**config.mk**
```make
export PLATFORM = sky130hd
export DESIGN_NAME = fft_frame_ctrl
export DESIGN_NICKNAME = d
export VERILOG_FILES = /design/src/rtl/fft_pkg.sv /design/src/rtl/fft_watchdog.sv /design/src/rtl/fft_frame_ctrl.sv
export SDC_FILE = /design/constraint.sdc
export NUM_CORES = 1
export LEC_CHECK = 0
export ABC_AREA = 1
export BUFFER_PORTS_ARGS = -buffer_cell sky130_fd_sc_hd__buf_2
export CAP_MARGIN = 15
export CELL_PAD_IN_SITES_DETAIL_PLACEMENT = 1
export CELL_PAD_IN_SITES_GLOBAL_PLACEMENT = 1
export CORE_UTILIZATION = 35
export DETAILED_ROUTE_END_ITERATION = 12
export HOLD_SLACK_MARGIN = 0.06
export PLACE_DENSITY = 0.73
export SLEW_MARGIN = 15
export SYNTH_ARGS = -nofsm -noshare
export SYNTH_HDL_FRONTEND = slang
export SYNTH_SLANG_ARGS = --single-unit
```
**constraint.sdc**
```tcl
create_clock -name CLK -period 9.15 [get_ports CLK]
set_input_delay 0.4575 -clock CLK [delete_from_list [all_inputs] [get_ports CLK]]
set_output_delay 0.4575 -clock CLK [all_outputs]
set_load 0.02 [all_outputs]
```
**src/rtl/fft_pkg.sv**
```systemverilog
// fft_pkg
//   Shared definitions for the FFT frame controller:
//   - default frame size, word width and watchdog limit
//   - sample / bin word typedefs (signed, 5.7 and 8.4 fixed point)
//   - FSM state encoding, both as an enum and as plain 2-bit constants
//     for code that prefers legacy-style localparam states.
package fft_pkg;

    localparam int FFT_N_PTS   = 8;
    localparam int FFT_DW      = 12;
    localparam int FFT_TIMEOUT = 64;

    // Time-domain sample, 5.7 fixed point.
    typedef logic signed [FFT_DW-1:0] sample_t;
    // Frequency bin component, 8.4 fixed point.
    typedef logic signed [FFT_DW-1:0] bin_t;

    typedef enum logic [1:0] {
        S_LOAD   = 2'd0,
        S_START  = 2'd1,
        S_WAIT   = 2'd2,
        S_UNLOAD = 2'd3
    } fft_state_e;

    localparam logic [1:0] ST_LOAD   = S_LOAD;
    localparam logic [1:0] ST_START  = S_START;
    localparam logic [1:0] ST_WAIT   = S_WAIT;
    localparam logic [1:0] ST_UNLOAD = S_UNLOAD;

endpackage

```
**src/rtl/fft_watchdog.sv**
```systemverilog
// fft_watchdog
//   Cycle counter that flags when 'run' has been held for TIMEOUT cycles.
//   Only instantiated when FFT_CTRL_TIMEOUT_EN is defined.
// Ports:
//   clk, rst  - clock, asynchronous active-high reset
//   run       - count while high, clear to zero while low
//   expired   - high in the cycle where the count equals TIMEOUT-1, so the
//               consumer acting on it at the next edge lands exactly
//               TIMEOUT cycles after 'run' first rose
module fft_watchdog #(
    parameter int TIMEOUT = 64
) (
    input  logic clk,
    input  logic rst,
    input  logic run,
    output logic expired
);

    localparam int CW = $clog2(TIMEOUT + 1);

    logic [CW-1:0] cnt_q;
    logic [CW-1:0] cnt_d;

    assign expired = run && (cnt_q == CW'(TIMEOUT - 1));

    always_comb begin
        cnt_d = '0;
        if (run) begin
            // Hold at the limit; the controller leaves WAIT on expiry anyway.
            cnt_d = expired ? cnt_q : cnt_q + CW'(1);
        end
    end

    always_ff @(posedge clk or posedge rst) begin
        if (rst) begin
            cnt_q <= '0;
        end else begin
            cnt_q <= cnt_d;
        end
    end

endmodule

```
**src/rtl/fft_frame_ctrl.sv**
```systemverilog
// fft_frame_ctrl
//   Collects N_PTS time samples into a frame, strobes an external FFT core,
//   captures the returned bins into a local buffer and streams them out.
//   FSM: LOAD -> START -> WAIT -> UNLOAD -> LOAD.
// Ports:
//   CLK, RESET                 - clock, asynchronous active-high reset
//   IN_VALID/IN_READY/IN_SAMPLE- sample input stream (accepted in LOAD only)
//   FFT_ENABLE                 - one-cycle start strobe (the START state)
//   FFT_SAMPLES[N_PTS]         - frame to the core, index 0 = first sample
//   FFT_FINISH                 - core done strobe, honoured only in WAIT
//   FFT_RE/FFT_IM[N_PTS]       - core bins, captured when FFT_FINISH is seen
//   OUT_VALID/OUT_READY        - bin output stream
//   OUT_RE/OUT_IM/OUT_INDEX    - current bin and its number
//   OUT_LAST                   - high with bin N_PTS-1
//   BUSY                       - high outside LOAD
//   ERROR                      - sticky watchdog flag
//   DBG_STATE                  - current FSM state encoding (fft_pkg ST_*)
// Handshakes: a transfer happens on a rising edge where valid and ready are
//   both high; a source holds its data stable while valid is high and ready
//   is low, and ready never depends on valid.
// Configuration: define FFT_CTRL_TIMEOUT_EN to enable the WAIT watchdog.
//   Without it WAIT waits indefinitely and ERROR is tied low.
module fft_frame_ctrl
    import fft_pkg::*;
#(
    parameter int N_PTS   = FFT_N_PTS,
    parameter int DW      = FFT_DW,
    parameter int TIMEOUT = FFT_TIMEOUT
) (
    input  logic                     CLK,
    input  logic                     RESET,
    input  logic                     IN_VALID,
    output logic                     IN_READY,
    input  logic [DW-1:0]            IN_SAMPLE,
    output logic                     FFT_ENABLE,
    output logic [DW-1:0]            FFT_SAMPLES [N_PTS],
    input  logic                     FFT_FINISH,
    input  logic [DW-1:0]            FFT_RE [N_PTS],
    input  logic [DW-1:0]            FFT_IM [N_PTS],
    output logic                     OUT_VALID,
    input  logic                     OUT_READY,
    output logic [DW-1:0]            OUT_RE,
    output logic [DW-1:0]            OUT_IM,
    output logic [$clog2(N_PTS)-1:0] OUT_INDEX,
    output logic                     OUT_LAST,
    output logic                     BUSY,
    output logic                     ERROR,
    output logic [1:0]               DBG_STATE
);

    localparam int              AW       = $clog2(N_PTS);
    localparam logic [AW-1:0]   LAST_IDX = AW'(N_PTS - 1);

    logic [1:0]    state_q,  state_d;
    logic [AW-1:0] wr_cnt_q, wr_cnt_d;
    logic [AW-1:0] rd_cnt_q, rd_cnt_d;
    logic [DW-1:0] samples_q [N_PTS];
    logic [DW-1:0] samples_d [N_PTS];
    logic [DW-1:0] bin_re_q  [N_PTS];
    logic [DW-1:0] bin_re_d  [N_PTS];
    logic [DW-1:0] bin_im_q  [N_PTS];
    logic [DW-1:0] bin_im_d  [N_PTS];

`ifdef FFT_CTRL_TIMEOUT_EN
    logic tmo_expired;
    logic error_q, error_d;

    // The watchdog runs from the START cycle, so its expiry lands exactly
    // TIMEOUT cycles after FFT_ENABLE.
    fft_watchdog #(
        .TIMEOUT (TIMEOUT)
    ) u_watchdog (
        .clk     (CLK),
        .rst     (RESET),
        .run     ((state_q == ST_START) || (state_q == ST_WAIT)),
        .expired (tmo_expired)
    );
`endif

    always_comb begin
        state_d   = state_q;
        wr_cnt_d  = wr_cnt_q;
        rd_cnt_d  = rd_cnt_q;
        samples_d = samples_q;
        bin_re_d  = bin_re_q;
        bin_im_d  = bin_im_q;
`ifdef FFT_CTRL_TIMEOUT_EN
        error_d   = error_q;
`endif

        case (state_q)
            ST_LOAD: begin
                if (IN_VALID) begin
                    samples_d[wr_cnt_q] = IN_SAMPLE;
                    if (wr_cnt_q == LAST_IDX) begin
                        wr_cnt_d = '0;
                        state_d  = ST_START;
                    end else begin
                        wr_cnt_d = wr_cnt_q + AW'(1);
                    end
                end
            end

            ST_START: begin
                state_d = ST_WAIT;
            end

            ST_WAIT: begin
                // A finish in the expiry cycle still wins: the result is good.
                if (FFT_FINISH) begin
                    bin_re_d = FFT_RE;
                    bin_im_d = FFT_IM;
                    rd_cnt_d = '0;
                    state_d  = ST_UNLOAD;
                end
`ifdef FFT_CTRL_TIMEOUT_EN
                else if (tmo_expired) begin
                    error_d  = 1'b1;
                    wr_cnt_d = '0;
                    rd_cnt_d = '0;
                    state_d  = ST_LOAD;
                end
`endif
            end

            ST_UNLOAD: begin
                if (OUT_READY) begin
                    if (rd_cnt_q == LAST_IDX) begin
                        rd_cnt_d = '0;
                        wr_cnt_d = '0;
                        state_d  = ST_LOAD;
                    end else begin
                        rd_cnt_d = rd_cnt_q + AW'(1);
                    end
                end
            end

            default: begin
                state_d = ST_LOAD;
            end
        endcase
    end

    always_ff @(posedge CLK or posedge RESET) begin
        if (RESET) begin
            state_q  <= ST_LOAD;
            wr_cnt_q <= '0;
            rd_cnt_q <= '0;
            for (int i = 0; i < N_PTS; i++) begin
                samples_q[i] <= '0;
                bin_re_q[i]  <= '0;
                bin_im_q[i]  <= '0;
            end
        end else begin
            state_q   <= state_d;
            wr_cnt_q  <= wr_cnt_d;
            rd_cnt_q  <= rd_cnt_d;
            samples_q <= samples_d;
            bin_re_q  <= bin_re_d;
            bin_im_q  <= bin_im_d;
        end
    end

`ifdef FFT_CTRL_TIMEOUT_EN
    always_ff @(posedge CLK or posedge RESET) begin
        if (RESET) begin
            error_q <= 1'b0;
        end else begin
            error_q <= error_d;
        end
    end

    assign ERROR = error_q;
`else
    assign ERROR = 1'b0;
`endif

    assign IN_READY    = (state_q == ST_LOAD);
    assign FFT_ENABLE  = (state_q == ST_START);
    assign BUSY        = (state_q != ST_LOAD);
    assign OUT_VALID   = (state_q == ST_UNLOAD);
    assign FFT_SAMPLES = samples_q;
    assign DBG_STATE   = state_q;

    // rd_cnt is zero outside UNLOAD, so the index is already clean there;
    // the bin words are gated so stale buffer contents never show.
    assign OUT_INDEX = rd_cnt_q;
    assign OUT_LAST  = OUT_VALID && (rd_cnt_q == LAST_IDX);
    assign OUT_RE    = OUT_VALID ? bin_re_q[rd_cnt_q] : '0;
    assign OUT_IM    = OUT_VALID ? bin_im_q[rd_cnt_q] : '0;

endmodule

```
Yosys cells after proc, flatten, opt, wreduce, memory -nomap -nowiden
Cells that the tools add are included.
- add/sub/neg operators: 2
- magnitude comparators: 3
- eq/ne operators: 10
- muxes and demuxes: 26
- bitwise operators: 2
- reductions and logical operators: 11
- operator list (cell ; number):
    bitwise mux 96 bit ; 1
    2-to-1 mux 12 bit ; 7
    binary-select mux 12 bit (select 3 bit) ; 2
    demux 12 bit (select 3 bit) ; 1
    2-to-1 mux 3 bit ; 7
    one-hot mux 3 bit (2 select lines) ; 2
    2-to-1 mux 2 bit ; 5
    >= comparator 4 bit (second input constant) ; 2
    inverter 3 -> 4 bit ; 2
    one-hot mux 2 bit (4 select lines) ; 1
    adder 3 x 1 -> 3 bit (second input constant) ; 2
    equality test 3 bit (second input constant) ; 2
    != test 2 x 1 -> 1 bit (second input constant) ; 3
    nonzero test 2 bit ; 3
    AND reduction 5 bit ; 1
    equality test 2 bit (second input constant) ; 2
    less-than comparator 4 x 1 -> 1 bit (second input constant) ; 1
    != test 2 bit (second input constant) ; 2
    AND reduction 2 bit ; 2
    AND reduction 4 bit ; 1
    AND reduction 3 bit ; 1
    equality test 2 x 1 -> 1 bit (second input constant) ; 1
    logical AND 1 bit ; 2
    zero test 2 bit ; 1
- register bits: 296
- input bits: 209
- logic and storage cells: 81

Logic depth before layout (Yosys ltp)
Gate-level depths: netlist of the first run.
- depth after elaboration: 6
- depth in mapped cells: 9
- gate-level depth less buffers: 8

Least setup slack after synthesis of the first run
OpenSTA, ideal clock, no wires.
- kind: reg2out
- from: register state_q[0], in the netlist DBG_STATE[0]
- to: output OUT_RE[10]
- data arrival time: 1.731 ns
- required time: 8.693 ns
- setup slack: 6.961 ns
- stages on the path, launching flop included: 6
- cells stage by stage: dfrtp_1 > ha_1 > buf_2 > buf_1 > nand2_1 > nor2_1
- word-level cells in the longest chain between the ends: 2
- RTL lines (element ; RTL line ; source):
    start: declaration ; fft_frame_ctrl.sv:54 ; logic [1:0] state_q, state_d;
    start signal: assignment ; fft_frame_ctrl.sv:155 ; state_q <= state_d;
    equality test 2 bit ; fft_frame_ctrl.sv:181 ; assign OUT_VALID = (state_q == ST_UNLOAD);
    via OUT_VALID ; fft_frame_ctrl.sv:40 ; output logic OUT_VALID,
    2-to-1 mux 12 bit ; fft_frame_ctrl.sv:189 ; assign OUT_RE = OUT_VALID ? bin_re_q[rd_cnt_q] : '0;
    end: declaration ; fft_frame_ctrl.sv:42 ; output logic [DW-1:0] OUT_RE,
The timed path passes the listed nets, and every way through them passes these cells.

Worst setup path after layout of the first run
- from: register state_q[0], in the netlist DBG_STATE[0]
- to: register bin_re_q[19] in the netlist's numbering
- word-level cells in the longest chain between the ends: 2
- RTL lines (element ; RTL line ; source):
    equality test 2 bit ; fft_frame_ctrl.sv:91 ; case (state_q)
    AND reduction 2 bit (no line) ; -- ;
    end signal: assignment ; fft_frame_ctrl.sv:159 ; bin_re_q <= bin_re_d;
    end: declaration ; fft_frame_ctrl.sv:59 ; logic [DW-1:0] bin_re_q [N_PTS];
Every way passes these cells.
A chain may end at the register's enable or synchronous reset.

==> results of run 1 <==
-- flip-flops by register name (all words and copies together) (netlist names) --
name,count
OUT_INDEX,3
FFT_SAMPLES,96
wr_cnt_q,3
bin_im_q,96
bin_re_q,96
DBG_STATE,2
-- routing by layer --
metal / vias to the layer above / GRT usage (%) / routed length, microns
met2: 278 / 36.6 / 20700
met3: 73 / 4.87 / 2560
met1: 5928 / 30.3 / 19600
met4: 14 / 6.60 / 1040
met5: - / 0 / 92
li1: 5726 / - / -
-- cell families after synthesis --
family	count (synthesis)	synth area share [%]
and+or+nand+nor	734	22.1
buffers and inverters	321	10.3
other	1	0.0281
adders and majority gates	8	0.750
AOI/OAI and AO/OA	300	11.3
DFF	296	55.5
-- layout make-up --
class	count	area, sq um
multi-input cells	1043	4560
inverters	222	842
clock buffers	59	1140
flip-flops and latches	296	7410
clock inverters	5	38.8
repair buffers	350	1820
fillers	4653	21100
well taps	511	639
diodes	12	30.0
-- worst max-delay path: stages (launching register included) --
cell                      delay [ps]
sky130_fd_sc_hd__dfrtp_1         420
sky130_fd_sc_hd__inv_1            90
sky130_fd_sc_hd__ha_1            270
sky130_fd_sc_hd__nand2_4         570
sky130_fd_sc_hd__buf_4           750
sky130_fd_sc_hd__buf_4           930
sky130_fd_sc_hd__nor2_1          100
sky130_fd_sc_hd__a21oi_1         170
-- metrics by stage --
step | area [sq um] | util [%]
after global routing | 16500 | 43.8
after floorplan | 13300 | -
after global placement | 15200 | 40.5
final | 16500 | 43.9
after CTS | 16400 | 43.7
after detailed placement | 15200 | 40.5
-- cells in the mapped netlist --
library cell               instances
sky130_fd_sc_hd__a21oi_1         192
sky130_fd_sc_hd__buf_1             2
sky130_fd_sc_hd__buf_2            64
sky130_fd_sc_hd__buf_4             6
sky130_fd_sc_hd__buf_6             9
sky130_fd_sc_hd__clkbuf_1         16
sky130_fd_sc_hd__clkbuf_2          2
sky130_fd_sc_hd__conb_1            1
sky130_fd_sc_hd__dfrtp_1         296
sky130_fd_sc_hd__ha_1              8
sky130_fd_sc_hd__inv_1           219
sky130_fd_sc_hd__inv_2             3
sky130_fd_sc_hd__nand2_1         357
sky130_fd_sc_hd__nand2_2           9
sky130_fd_sc_hd__nand3_1         122
sky130_fd_sc_hd__nor2_1          244
sky130_fd_sc_hd__nor2_4            2
sky130_fd_sc_hd__o211ai_1          1
sky130_fd_sc_hd__o21ai_0          82
sky130_fd_sc_hd__o21ai_1          25
-- path summary, 6_finish.rpt --
check	startpoint	endpoint	slack, ps	depth (start not counted)
max in group asynchronous	RESET	bin_re_q[2]	6850	5
min in group asynchronous	RESET	bin_im_q[6]	540	3
worst max-delay path	DBG_STATE[0]	bin_re_q[19]	5580	7
worst min register to register	FFT_SAMPLES[50]	FFT_SAMPLES[50]	490	2
worst max register to register	DBG_STATE[0]	bin_re_q[19]	5580	7
worst min-delay path	FFT_RE[76]	bin_re_q[76]	180	3
-- where the power goes --
group / switching (mW) / leakage, nW / internal (mW)
clock: 0.568 / 0.578 / 0.850
sequential: 0.213 / 3.42 / 1.87
combinational: 1.42 / 4.97 / 0.648
-- what timing repair did --
action,in CTS,in global routing
setup buffers,0,0
endpoints found under the hold margin,21,0
hold buffers,1,0
==> run_results.csv, run 1 <==
group,metric,value,unit
worst_setup_path,critPathRequiredTime,9580,ps
route,detail_route.wirelength,44000,microns
outcome,outcome,"complete, no violations",
worst_setup_path,crit_path_end_kind,"flop",
route,wl_per_cell,17.6,microns
pwr,maximum_vdd_drop,218,uV
global_routing,number_of_global_route_vias_before_repair,12500,
place,pre_cts_slack,5520,ps
global_routing,grt_pass1_wl,68600,microns
final_layout,leading_cell_type_in_the_layout_fill_and_taps_excluded,"sky130_fd_sc_hd__nand2_1",
clock_network,cts_made_buffers,36,
clock_network,htree_num_levels,2,
pwr,power_consumption,5.57,mW
route,drt-initial-drc-count,514,
floorplan,start_util,35.5,%
logic_synthesis,yosys-top-cells-area,"sky130_fd_sc_hd__dfrtp_1, sky130_fd_sc_hd__nand2_1, sky130_fd_sc_hd__a21oi_1, sky130_fd_sc_hd__nor2_1, sky130_fd_sc_hd__inv_1",
worst_setup_path,timing.critical_path.arrival,4000,ps
clock_network,clk_pin_slew,60,ps
logic_synthesis,post_synth_inst_count,1660,
sta,timing.final.setup_violations,0,
global_routing,grt_overflow_total,0,
clock_network,max-clock-path-buffers,3,
sta,total_neg_setup_slack,0,ps
global_routing,antenna_found_initial,18,
final_layout,area_growth,23.6,%
place,routabilityCongestion,0.873,
logic_synthesis,post_synth.cell_area_avg,8.03,sq um
sta,final.setup_skew,16.9,ps
logic_synthesis,synth.top_cell.area_share,55.5,%
logic_synthesis,synthesis.area,13300,sq um
route,route.detailed.vias_per_inst,4.81,
floorplan,fp.coreArea,37600,sq um
route,via_count,12000,
clock_network,root_driver,"sky130_fd_sc_hd__clkbuf_16",
worst_setup_path,type_of_element_launching_the_critical_path,"flop",
sta,finalWorstSetupSlack,5580,ps
pwr,power_leakage,8.96,nW
sta,hold_viol_final,0,
sta,maxSlewViolCount,0,
clock_network,cts_num_sinks,296,
place,numPlacedInstances,2419,
global_routing,grt_start_max_net_pins,114,
sta,finalCriticalPeriod,3570,ps
pwr,power_per_cell_area,338,nW/um^2
sta,slew_headroom,26.8,%
final_layout,final_layout_size_suffix_gt1_share,21.4,%
place,numPortBuffers,338,
sta,timing.final.crit_share,39.0,%
clock_network,clock_latency,520,ps
floorplan,die_width,197,microns
logic_synthesis,flip_flop_and_latch_count_after_synthesis,296,
logic_synthesis,yosysWarnings,0,
sta,holdWs,178,ps
hold_path,worst_hold_path_type,"in2reg",
place,hpwlAfterDp,30500,microns
floorplan,count_of_pins_on_the_block_boundary,340,
route,number_of_antenna_violating_nets_in_the_routed_design,0,
floorplan,die_area,38900,sq um
final_layout,layout.nets,2166,
logic_synthesis,synth_top_area_cell,"sky130_fd_sc_hd__dfrtp_1",
floorplan,std_cell_rows,71,
route,drc_errors,0,
clock_network,cts-resized-gates,0,
logic_synthesis,ys_seq_area_share,55.5,%
sta,max_freq,280,MHz
global_routing,track_usage,22.6,%
final_layout,most-common-layout-cells,"sky130_fd_sc_hd__nand2_1, sky130_fd_sc_hd__buf_2, sky130_fd_sc_hd__dfrtp_1",
route,drt_pass1_iterations,4,
logic_synthesis,syn_nets,1877,
final_layout,non_filler_cells_final,2498,
sta,worstMarginPinSlew,1100,ps
worst_setup_path,crit_path_max_fanout,113,
clock_network,clock_tree_from_tritoncts,"yes",
sta,grt_setup_unrepaired,"no",
logic_synthesis,post_synth_num_cell_types,20,
floorplan,die_height,197,microns
worst_setup_path,worst-setup-path-type,"reg2reg",
run,max_cap_viol_count,0,
Note: power is estimated with default switching activity, not from simulation.
==> run 2: changes to the inputs <==
Settings changed: CORE_UTILIZATION 35 to 39, PLACE_DENSITY 0.73 to 0.78.
Clock period 9.15 ns to 3.61 ns, I/O delays scaled along.
==> run 2 against run 1 <==
Die area shrank 10%. Non-clock buffer count rose by 198. Register-to-register slack got worse by 4400 ps. Clock skew rose by 5.0 ps. Cell count grew 5.1%. Hold slack worse by 100 ps. Count of clock-buffer cells in the layout shrank 11. Global-route usage rose by 6.7 points. Critical path depth unchanged. Total power increased to 2.7 times the previous value. Clock power grew to 2.7 times the previous value. Wire length grew 17%.
==> run_results.csv, run 2 (synthesis gave the netlist of run 1 again) <==
group,metric,value,unit
global_routing,grt_start_max_net_pins,141,
floorplan,die_height,187,microns
route,detail_route.wirelength,51300,microns
clock_network,htree_num_levels,2,
clock_network,max-clock-path-buffers,3,
worst_setup_path,rr_endpoint,"bin_re_q[84]",
sta,finalCriticalPeriod,2940,ps
clock_network,cts_num_sinks,296,
route,via_count,13200,
clock_network,cts_post_setup_buffers_inserted,0,
clock_network,clock_latency,530,ps
clock_network,root_driver,"sky130_fd_sc_hd__clkbuf_16",
place,routabilityCongestion,0.862,
floorplan,std_cell_rows,67,
pwr,power_per_cell_area,807,nW/um^2
final_layout,most-common-layout-cells,"sky130_fd_sc_hd__nand2_1, sky130_fd_sc_hd__buf_2, sky130_fd_sc_hd__dfrtp_1",
final_layout,non_filler_cells_final,2626,
floorplan,die_width,187,microns
route,drt_pass1_iterations,5,
final_layout,layout.nets,2363,
worst_setup_path,timing.critical_path.arrival,2750,ps
place,hpwlAfterDp,30800,microns
global_routing,grt_overflow_total,0,
sta,worstMarginPinSlew,1190,ps
floorplan,die_area,34900,sq um
worst_setup_path,crit_path_max_fanout,99,
worst_setup_path,reg2regPathDepth,6,
route,wl_per_cell,19.5,microns
sta,final.setup_skew,21.8,ps
clock_network,clock_tree_from_tritoncts,"yes",
place,pre_cts_slack,1250,ps
floorplan,count_of_pins_on_the_block_boundary,340,
floorplan,fp.coreArea,33600,sq um
sta,finalWorstSetupSlack,675,ps
clock_network,clk_pin_slew,60,ps
floorplan,start_util,39.7,%
final_layout,postLayoutCoreUtil,55.0,%
worst_setup_path,timing.reg2reg.setup_slack,1190,ps
global_routing,grt_pass1_wl,80400,microns
worst_setup_path,worst-setup-path-type,"reg2out",
route,number_of_antenna_violating_nets_in_the_routed_design,0,
final_layout,layout.filler_cells,4032,
route,route.detailed.vias_per_inst,5.03,
worst_setup_path,crit_path_end_kind,"primary output",
route,drc_errors,0,
worst_setup_path,timing.rr.start,"DBG_STATE[0]",
clock_network,cts_made_buffers,35,
worst_setup_path,critPathRequiredTime,3430,ps
pwr,maximum_vdd_drop,447,uV
final_layout,final_layout_size_suffix_gt1_share,19.7,%
outcome,outcome,"complete, no violations",
place,numPortBuffers,338,
sta,timing.final.setup_violations,0,
sta,slew_headroom,20.8,%
worst_setup_path,worstSetupStartpoint,"OUT_INDEX[0]",
hold_path,worst_hold_path_type,"in2reg",
sta,timing.final.crit_share,81.3,%
sta,max_freq,341,MHz
global_routing,antenna_found_initial,7,
run,max_cap_viol_count,0,
worst_setup_path,type_of_element_launching_the_critical_path,"flop",
final_layout,leading_cell_type_in_the_layout_fill_and_taps_excluded,"sky130_fd_sc_hd__nand2_1",
sta,grt_setup_unrepaired,"no",
final_layout,area_growth,38.6,%
global_routing,track_usage,29.3,%
route,drt-initial-drc-count,789,
global_routing,number_of_global_route_vias_before_repair,14500,
sta,maxSlewViolCount,0,
worst_setup_path,worstSetupEndpoint,"OUT_IM[9]",
place,numPlacedInstances,2363,
sta,hold_viol_final,0,
pwr,power_leakage,9.85,nW
sta,total_neg_setup_slack,0,ps
==> run 2: cell count changes in the layout (fill, tap and decap cells not counted), sizes merged <==
cell / previous run / this run
diode: 12 / 8
buf: 349 / 354
bufinv: 0 / 7
dlygate4sd3: 1 / 194
clkinv: 5 / 6
clkbuf: 59 / 48
==> run 2: layer usage <==
layer	vias up	share of wire [%]	global-route usage, %
met5	-	0	0
met4	0	4.1	12.4
met3	126	5.1	5.20
met2	404	51	51.4
met1	6551	40	35.6
li1	6115	-	-
==> run 2: area by class of cell <==
class	count	area [sq um]	share of cell area, %
Timing Repair Buffer	548	3840	20.8
Clock buffer	48	996	5.39
Tap cell	448	561	3.03
Sequential cell	296	7410	40.1
Inverter	222	838	4.53
Multi-Input combinational cell	1043	4560	24.7
Antenna cell	8	20.0	0.108
Clock inverter	13	259	1.40
==> run 2: how the worst min path moves through the flow <==
| stage | end | from | slack (ps) | cells after the start |
|---|---|---|---|---|
| floorplan | bin_im_q[0] | FFT_IM[0] | 340 | 2 |
| global placement | bin_re_q[84] | FFT_RE[84] | 430 | 3 |
| detailed placement | bin_im_q[39] | FFT_IM[39] | 430 | 3 |
| CTS | FFT_SAMPLES[5] | IN_SAMPLE[5] | 70 | 3 |
| global route | FFT_SAMPLES[95] | IN_SAMPLE[11] | 90 | 3 |
| finish | FFT_SAMPLES[5] | IN_SAMPLE[5] | 80 | 3 |
==> run 2: repair_timing <==
item                                   CTS  global route
resized for setup                        0             0
endpoints found under the hold margin  478             0
hold buffers                           194             0
==> run 2: metrics by stage <==
| step | instance area, sq um | total power [mW] | hold slack, ps |
|---|---|---|---|
| 6_report | 18500 | 14.9 | 76.8 |
| 5_1_grt | 18500 | 15.9 | 88.8 |
| 4_1_cts | 18500 | 14.8 | 66.5 |
| 3_5_place_dp | 15300 | 10.7 | 435 |
| 3_3_place_gp | 15300 | 10.4 | 429 |
| 2_1_floorplan | 13300 | 8.86 | 339 |
==> run 2: critical path, cell delays in order, from the launching register on <==
cell and delay (ps):
sky130_fd_sc_hd__dfrtp_4 410, sky130_fd_sc_hd__buf_4 900, sky130_fd_sc_hd__nand2_1 120, sky130_fd_sc_hd__nand3_1 160
sky130_fd_sc_hd__nand2_1 90, sky130_fd_sc_hd__nor2_1 240, sky130_fd_sc_hd__nor2_1 120, sky130_fd_sc_hd__buf_2 180
==> run 2: report_power, final <==
| part | switching [mW] | total [mW] | leakage (nW) | internal (mW) |
|---|---|---|---|---|
| logic | 3.89 | 5.72 | 5.81 | 1.82 |
| registers | 0.587 | 5.32 | 3.42 | 4.73 |
| clock network | 1.45 | 3.89 | 0.614 | 2.44 |
